--- config.mk ---
export PLATFORM = sky130hd
export DESIGN_NAME = acc_scheduler
export DESIGN_NICKNAME = d
export VERILOG_FILES = /design/src/rtl/acc_sched_pkg.sv /design/src/rtl/acc_core.sv /design/src/rtl/acc_scheduler.sv
export SDC_FILE = /design/constraint.sdc
export NUM_CORES = 1
export LEC_CHECK = 0
export ABC_AREA = 1
export CAP_MARGIN = 20
export CORE_ASPECT_RATIO = 0.8
export CORE_MARGIN = 8
export CORE_UTILIZATION = 40
export DETAILED_ROUTE_END_ITERATION = 8
export PLACE_DENSITY_LB_ADDON = 0.1
export SLEW_MARGIN = 25
export SYNTH_ARGS = -nofsm -noshare
export SYNTH_HDL_FRONTEND = slang
export SYNTH_HIERARCHICAL = 1
export SYNTH_SLANG_ARGS = --single-unit
--- constraint.sdc ---
create_clock -name clk -period 5.6 [get_ports clk]
set_input_delay 1.12 -clock clk [delete_from_list [all_inputs] [get_ports clk]]
set_output_delay 1.12 -clock clk [all_outputs]
set_load 0.005 [all_outputs]
--- src/rtl/acc_sched_pkg.sv ---
// ============================================================================
// acc_sched_pkg : shared types and default widths for the accumulator scheduler
// Rev 1.0
// ============================================================================
`default_nettype none

package acc_sched_pkg;

   localparam int DEF_W  = 4;
   localparam int DEF_CW = 3;

   typedef enum logic [1:0] {
      OP_ADD  = 2'b00,
      OP_INC  = 2'b01,
      OP_CLR  = 2'b10,
      OP_READ = 2'b11
   } op_t;

   typedef enum logic [1:0] {
      S_IDLE = 2'b00,
      S_RUN  = 2'b01,
      S_DONE = 2'b10
   } state_t;

endpackage

`default_nettype wire

--- src/rtl/acc_core.sv ---
// ============================================================================
// acc_core : W-bit accumulator register, priority clear > add > increment > hold
// Rev 1.0
// ============================================================================
`default_nettype none

module acc_core
   import acc_sched_pkg::*;
#(
   parameter int W = DEF_W
) (
   input  logic         clk,
   input  logic         rst,
   input  logic         clr,
   input  logic         add_en,
   input  logic [W-1:0] operand,
   input  logic         inc_en,
   output logic [W-1:0] q
);

   logic [W-1:0] acc_q;
   logic [W-1:0] acc_d;

   always_comb begin
      acc_d = acc_q;
      if (clr) begin
         acc_d = '0;
      end else if (add_en) begin
         acc_d = acc_q + operand;
      end else if (inc_en) begin
         acc_d = acc_q + W'(1);
      end
   end

   always_ff @(posedge clk) begin
      if (rst) begin
         acc_q <= '0;
      end else begin
         acc_q <= acc_d;
      end
   end

   assign q = acc_q;

endmodule

`default_nettype wire

--- src/rtl/acc_scheduler.sv ---
// ============================================================================
// acc_scheduler : round-robin sharing of one accumulator between two requesters
// Rev 1.0
// ============================================================================
`default_nettype none

module acc_scheduler
   import acc_sched_pkg::*;
#(
   parameter int W  = DEF_W,
   parameter int CW = DEF_CW
) (
   input  logic                 clk,
   input  logic                 rst,
   input  logic [1:0]           req_valid,
   output logic [1:0]           req_ready,
   input  logic [1:0][1:0]      req_op,
   input  logic [1:0][W-1:0]    req_operand,
   input  logic [1:0][CW-1:0]   req_count,
   output logic                 rsp_valid,
   output logic                 rsp_id,
   output logic [W-1:0]         rsp_acc,
   output logic [W-1:0]         acc_out,
   output logic                 busy
);

   state_t         state_q,   state_d;
   op_t            op_q,      op_d;
   logic [W-1:0]   operand_q, operand_d;
   logic [CW-1:0]  cnt_q,     cnt_d;
   logic           id_q,      id_d;
   logic           last_q,    last_d;
   logic           rsp_id_q,  rsp_id_d;
   logic [W-1:0]   rsp_acc_q, rsp_acc_d;

   logic           grant_id;
   op_t            grant_op;
   logic           clr;
   logic           add_en;
   logic           inc_en;
   logic [W-1:0]   acc_q;

   // last_q is the most recently granted index; contention goes to the other one
   assign grant_id = (&req_valid) ? ~last_q : req_valid[1];
   assign grant_op = op_t'(req_op[grant_id]);

   always_comb begin
      state_d   = state_q;
      op_d      = op_q;
      operand_d = operand_q;
      cnt_d     = cnt_q;
      id_d      = id_q;
      last_d    = last_q;
      rsp_id_d  = rsp_id_q;
      rsp_acc_d = rsp_acc_q;
      req_ready = 2'b00;
      clr       = 1'b0;
      add_en    = 1'b0;
      inc_en    = 1'b0;
      rsp_valid = 1'b0;
      rsp_id    = rsp_id_q;
      rsp_acc   = rsp_acc_q;

      case (state_q)
         S_IDLE: begin
            if (|req_valid) begin
               req_ready = grant_id ? 2'b10 : 2'b01;
               op_d      = grant_op;
               operand_d = req_operand[grant_id];
               cnt_d     = (grant_op inside {OP_ADD, OP_INC}) ? req_count[grant_id] : '0;
               id_d      = grant_id;
               last_d    = grant_id;
               state_d   = S_RUN;
            end
         end
         S_RUN: begin
            case (op_q)
               OP_ADD:  add_en = 1'b1;
               OP_INC:  inc_en = 1'b1;
               OP_CLR:  clr    = 1'b1;
               default: ;
            endcase
            cnt_d = cnt_q - CW'(1);
            if (cnt_q == '0) begin
               state_d = S_DONE;
            end
         end
         S_DONE: begin
            rsp_valid = 1'b1;
            rsp_id    = id_q;
            rsp_acc   = acc_q;
            rsp_id_d  = id_q;
            rsp_acc_d = acc_q;
            state_d   = S_IDLE;
         end
         default: state_d = S_IDLE;
      endcase
   end

   // last_q resets to 1 so that requester 0 wins the first contention
   always_ff @(posedge clk) begin
      if (rst) begin
         state_q   <= S_IDLE;
         op_q      <= OP_ADD;
         operand_q <= '0;
         cnt_q     <= '0;
         id_q      <= 1'b0;
         last_q    <= 1'b1;
         rsp_id_q  <= 1'b0;
         rsp_acc_q <= '0;
      end else begin
         state_q   <= state_d;
         op_q      <= op_d;
         operand_q <= operand_d;
         cnt_q     <= cnt_d;
         id_q      <= id_d;
         last_q    <= last_d;
         rsp_id_q  <= rsp_id_d;
         rsp_acc_q <= rsp_acc_d;
      end
   end

   acc_core #(
      .W (W)
   ) u_acc_core (
      .clk     (clk),
      .rst     (rst),
      .clr     (clr),
      .add_en  (add_en),
      .operand (operand_q),
      .inc_en  (inc_en),
      .q       (acc_q)
   );

   assign acc_out = acc_q;
   assign busy    = (state_q != S_IDLE);

endmodule

`default_nettype wire

==> results.md, run 1 <==
* FP Rows at 18
* Area grow syn2layout at 35.4%
* Reg-to-Reg Start: state_q[0]$_SDFFE_PP0P_
* Cell breakdown of the critical path: clkdlybuf4s50_1 > inv_1 > nand2_1 > nand2_2 > nor2_4 > clkdlybuf4s50_1
* Post-Synthesis Cells at 179
* Clk pin slew, worst setup/hold paths at 0.08 ns
* Final #Nets at 243
* FF-to-FF path depth at 9
* Setup crit end kind: output port
* Worst-path maximum fanout at 12
* Crit path time final at 3.76 ns
* Worst hold stages at 2
* Int Power at 0.000368 W
* CP delay by family, top: buffers and inverters
* First-pass DRT Iterations at 4
* Setup TNS at 0 ns
* Clk Latency, worst-skew pair at 0.26 ns
* Synth Area in Compound Gates at 0.130
* Setup violators final at 0
* Core Footprint at 3040 sq um
* Fin util at 0.558
* Die W at 78.6 microns
* CP max stage cell: clkdlybuf4s50_1
* CTS Buf Count at 3
* First-pass GRT wire length at 5080 microns
* I/O pin cnt at 35
* Area taken by multi-input logic gates at 678 sq um
* Die Footprint at 5190 sq um
* Inserted Diodes at 0
* Residual DRC at 0
* Hpwl dp at 2340 microns
* Placed insts at 250
* Synth top area share at 0.352
* Iteration-0 DRC Markers at 71
* Routed vias at 1185
* Fin. Hold Viols at 0
* Detailed Route WL at 2860 microns
* Mapped Area at 1250 sq um
* Die Span Y at 66.1 microns
* Switching share of total power at 0.312
* Switching power at 0.000167 W
* TritonCTS clock tree: done
* Ys Warns at 6
* Tightest Pin Transition at 0.611 ns
* DR vias/cell at 4.67
* Worst Setup SP: req_valid[1]
* Critical path's most frequent cell: clkdlybuf4s50_1
* Post-synthesis async set-or-reset flop share at 0
* Initial Utilization at 0.412
* Largest net degree at the start of global routing at 18
* Post-synthesis adder-cell area fraction at 0.0659
* Relative slew slack at 0.591
* Port Buffers at 34
* CP Launch Type: primary input
* Slowest stage delay, CP at 0.56 ns
* Gpl congestion at 0.873
* Sink Count at 22
* Cell taking the most area after synthesis: dfxtp_1
* Layout cell share with drive strength beyond 1 at 0.107
* Final clock skew at 0.00286 ns
* Syn avg cell area at 7.00 sq um
* Total Power at 0.000535 W
* Part of the power in the clock network at 0.277
* Hold slack at 0.469 ns
* Combinational power share at 0.349
* Period utilization at 0.672
* RSZ-0062 raised after global routing: no
* Max-cap violations at 0
* Synthesized net count at 207
* CTS Hold Bufs at 0
* CTS root buf: clkbuf_8
* Layout Cells excl Fill at 254
* Critical Path RT at 4.48 ns
* WP buf/inv at 3
* Fill cells at 303
* Max Clock Freq at 266 MHz
* Sequential share of power at 0.375
* Mux contribution to synthesized area at 0
* Sequential fraction of the synthesis area at 0.352
* CTS resizes at 0
* Outcome: completed
* Storage element area at 440 sq um
* Postcts setup bufs at 0
* Critical path depth at 6
* Clk buf depth at 2
* Synth top area cells: dfxtp_1, nand2_1, inv_1, nor2_1, ha_1
* Wire length per cell at 11.3 microns
* Top_reg_cell synth: dfxtp_1
* Post-DRT Antenna Nets at 0
* Pleak at 0.796 nW
* Fin. max-slew vios at 0
* Number of flops mapped to enable cells by yosys at 0
* Worst hold path class: reg2reg
* Largest family of logic cells by synthesized area: simple AND/OR/NAND/NOR gates
* XOR/XNOR Fraction of Synth Area at 0.0140
* Hold path start: operand_q[1]$_SDFFE_PP0P_
* GR Overflow Total at 0
* Synthesized flop and latch total at 22
* Gr usage total at 0.119
* CP Data Arrival Time at 2.64 ns
* Vias in the first global route at 1224
* Simple-Gate Fraction of Synth Area at 0.332
* Crit Path Class: in2out
* Max VDD drop at 0.186 mV
* CTS H-tree depth at 1
* Pwr dens at 316 nW/um^2
* Cell variety after synth at 28
* Antenna violations before repair at 0
path summary, 6_finish.rpt:
kind / to / slack (ns)
hold reg to reg: operand_q[1]$_SDFFE_PP0P_ / 0.47
hold / removal: operand_q[1]$_SDFFE_PP0P_ / 0.47
setup / recovery: req_ready[0] / 1.84
setup reg to reg: u_acc_core/q[1]$_SDFFE_PP0P_ / 3.32
layer usage:
metal / track usage / share of wire
met1: 0.139 / 0.47
met2: 0.200 / 0.44
met4: 0.0207 / 0.0031
met5: 0 / 0
met3: 0.0503 / 0.086
registers in the layout, indices dropped and copies added, names as in the netlist:
register / cells
cnt_q: 3
operand_q: 4
u_acc_core/q: 4
id_q: 1
last_q: 1
state_q: 2
op_q: 2
rsp_acc_q: 4
rsp_id_q: 1
tightest hold or removal path: stages (launching register included):
cell     delay (ns)
dfxtp_1        0.32
nand2_1        0.06
a21oi_1        0.05
power groups by stage:
stage | Sequential [W] | Clock [W] | Combinational [W]
after floorplan | 0.000200 | 0 | 0.000120
after global placement | 0.000203 | 0 | 0.000185
after detailed placement | 0.000204 | 0 | 0.000187
after CTS | 0.000201 | 0.000151 | 0.000189
after global routing | 0.000205 | 0.000158 | 0.000213
final | 0.000201 | 0.000148 | 0.000187
cell usage in the layout, fill, tap and decap left out:
cell             count
clkdlybuf4s50_1     34
nand2_1             33
inv_1               27
dfxtp_1             22
nor2_1              21
o21ai_0             12
nand3_1             11
or2_2                9
a21oi_1              8
ha_1                 5
o211ai_1             4
nor2_4               3
clkbuf_8             3
inv_2                2
nand2_2              2
nor3_1               2
xnor2_1              2
o21ai_1              2
nand3b_1             2
inv_4                1
nor4_1               1
and2_1               1
a31oi_1              1
nand2_4              1
a21oi_2              1
bufinv_16            1
or2_1                1
a21boi_0             1
fa_1                 1
kinds of logic (layout without fill, tap and decap cells):
logic type / Yosys count / count (layout)
AND/OR/NAND/NOR: 87 / 87
buffers and inverters: 33 / 68
AO/OA/AOI/OAI: 29 / 29
flip-flops: 22 / 22
adder cells (fa/ha/maj): 6 / 6
XOR/XNOR: 2 / 2
through the flow:
stage,setup slack (ns),area [sq um]
global route,1.70,1700
finish,1.84,1700
floorplan,2.95,1250
global placement,1.87,1620
detailed placement,1.83,1620
CTS,1.82,1700
synth_stat cells (2+ instances only):
library cell	number
a21oi_1	8
clkbuf_1	2
dfxtp_1	22
ha_1	5
inv_1	27
inv_2	2
nand2_1	33
nand2_2	2
nand3_1	11
nand3b_1	2
nor2_1	21
nor2_4	3
nor3_1	2
o211ai_1	4
o21ai_0	12
o21ai_1	2
or2_2	9
xnor2_1	2
cell type report:
class                   count  area share
multi-input cells         124       0.400
repair buffers             34       0.201
well taps                  40      0.0295
flip-flops and latches     22       0.260
clock buffers               3      0.0244
clock inverters             1      0.0177
inverters                  30      0.0679
Power figures use the tool's default switching activity.
==> inputs of run 2 (changes only) <==
==> constraint.sdc (replaced) <==
create_clock -name clk -period 3.42 [get_ports clk]
set_input_delay 0.684 -clock clk [delete_from_list [all_inputs] [get_ports clk]]
set_output_delay 0.684 -clock clk [all_outputs]
set_load 0.005 [all_outputs]
==> run 2 against run 1 <==
  * Cell count up 0.39%
  * Largest cell class unchanged
  * Global-route usage down 0.42 points
  * Critical endpoint unchanged
  * Clock skew up 0.0029 ns
  * Clock-buffer cell count unchanged
  * Design area up 0.44%
  * Die area unchanged
  * Register-to-register slack worse by 2.2 ns
  * Sequential cell count unchanged
  * Critical path depth unchanged
==> results.md, run 2 (same netlist as run 1, synthesis figures left out) <==
* Outcome: completed
* CTS Buf Count at 3
* Core Footprint at 3040 sq um
* Crit Path Class: in2out
* Vias in the first global route at 1177
* Fill cells at 305
* Iteration-0 DRC Markers at 66
* Worst hold path class: reg2reg
* GR Overflow Total at 0
* Port Buffers at 34
* Setup crit end kind: output port
* Hpwl dp at 2400 microns
* Area grow syn2layout at 36.0%
* Layout cell share with drive strength beyond 1 at 0.112
* Max-cap violations at 0
* Slowest stage delay, CP at 0.56 ns
* Relative slew slack at 0.571
* Post-DRT Antenna Nets at 0
* Gr usage total at 0.114
* Inserted Diodes at 0
* Most frequent cells in the layout: clkdlybuf4s50_1, nand2_1, inv_1
* Hold slack at 0.467 ns
* CP Data Arrival Time at 2.22 ns
* Setup TNS at 0 ns
* Period utilization at 0.850
* Pwr dens at 517 nW/um^2
* Pleak at 0.801 nW
* Fin. max-slew vios at 0
* TritonCTS clock tree: done
* DR vias/cell at 4.65
* Antenna violations before repair at 0
* Setup violators final at 0
* CTS root buf: clkbuf_8
* Clk pin slew, worst setup/hold paths at 0.08 ns
* Most common cell after layout, fill and taps aside: clkdlybuf4s50_1
* Final clock skew at 0.00572 ns
* Max VDD drop at 0.330 mV
* Clk Latency, worst-skew pair at 0.26 ns
* Sink Count at 22
* Initial Utilization at 0.412
* Die Span Y at 66.1 microns
* I/O pin cnt at 35
* Postcts setup bufs at 0
* Routed vias at 1185
* FP Rows at 18
* Final #Nets at 244
* Crit path time final at 2.91 ns
* First-pass DRT Iterations at 4
* Cell breakdown of the critical path: clkdlybuf4s50_1 > inv_1 > nand2_1 > nand2_2 > nor2_4 > clkdlybuf4s50_1
* CTS resizes at 0
* RSZ-0062 raised after global routing: no
* Residual DRC at 0
* Clk buf depth at 2
* Post-route cell area at 1700 sq um
* Worst-path maximum fanout at 12
* CP delay by family, top: buffers and inverters
* Max Clock Freq at 344 MHz
* CTS Hold Bufs at 0
* Die W at 78.6 microns
* Detailed Route WL at 2920 microns
* Tightest Pin Transition at 0.639 ns
* Fin. Hold Viols at 0
* WP buf/inv at 3
* Wire length per cell at 11.5 microns
* CP max stage cell: clkdlybuf4s50_1
* CP Launch Type: primary input
* First-pass GRT wire length at 4950 microns
* CTS H-tree depth at 1
* Critical path's most frequent cell: clkdlybuf4s50_1
* Gpl congestion at 0.867
* Critical Path RT at 2.74 ns
* Area after DPL at 1630 sq um
* Largest net degree at the start of global routing at 18
* Die Footprint at 5190 sq um
==> run 2: cell count changes in the layout (fill, tap and decap cells not counted) <==
cell	before	now
buf_4	0	1
==> run 2: tightest hold or removal path: cells and delay by family, from the launching register on <==
| family | cells | cell delay, ns |
|---|---|---|
| AOI/OAI and AO/OA | 1 | 0.05 |
| DFF | 1 | 0.31 |
| and+or+nand+nor | 1 | 0.06 |
==> run 2: layer usage <==
metal  global-route usage  vias to the layer above  share of wire
li1                     -                      638              -
met1                0.140                      512           0.49
met2                0.193                       33           0.44
met3               0.0408                        2          0.073
met4               0.0138                        0         0.0045
met5                    0                        -              0
==> run 2: worst paths after layout <==
check                          startpoint                      endpoint  slack [ns]  depth (start not counted)
setup / recovery             req_valid[1]                  req_ready[0]        0.51                          6
hold / removal          id_q$_SDFFE_PP0P_             id_q$_SDFFE_PP0P_        0.47                          2
setup reg to reg  state_q[0]$_SDFFE_PP0P_  u_acc_core/q[2]$_SDFFE_PP0P_        1.08                          9
hold reg to reg         id_q$_SDFFE_PP0P_             id_q$_SDFFE_PP0P_        0.47                          2
==> run 2: final cells by class <==
| cell class | count | area, sq um | share of cell area |
|---|---|---|---|
| flip-flops and latches | 22 | 440 | 0.259 |
| repair buffers | 35 | 348 | 0.204 |
| well taps | 40 | 50.0 | 0.0294 |
| multi-input cells | 124 | 678 | 0.398 |
| clock inverters | 1 | 30.0 | 0.0176 |
| inverters | 30 | 115 | 0.0676 |
| clock buffers | 3 | 41.3 | 0.0242 |
==> run 2: power by group <==
group	internal, W	total (W)	switching, W	leakage (nW)
registers	0.000296	0.000328	0.0000313	0.181
logic	0.000151	0.000309	0.000158	0.585
clock network	0.000156	0.000243	0.0000872	0.0357
total	0.000604	0.000881	0.000276	0.801
==> run 2: through the flow <==
stage	cells	utilization	setup slack (ns)	power [W]
finish	255	0.560	0.512	0.000881
global route	255	0.560	0.447	0.000940
CTS	255	0.560	0.517	0.000888
detailed placement	251	0.537	0.524	0.000644
global placement	251	0.537	0.557	0.000636
floorplan	179	-	1.38	0.000524
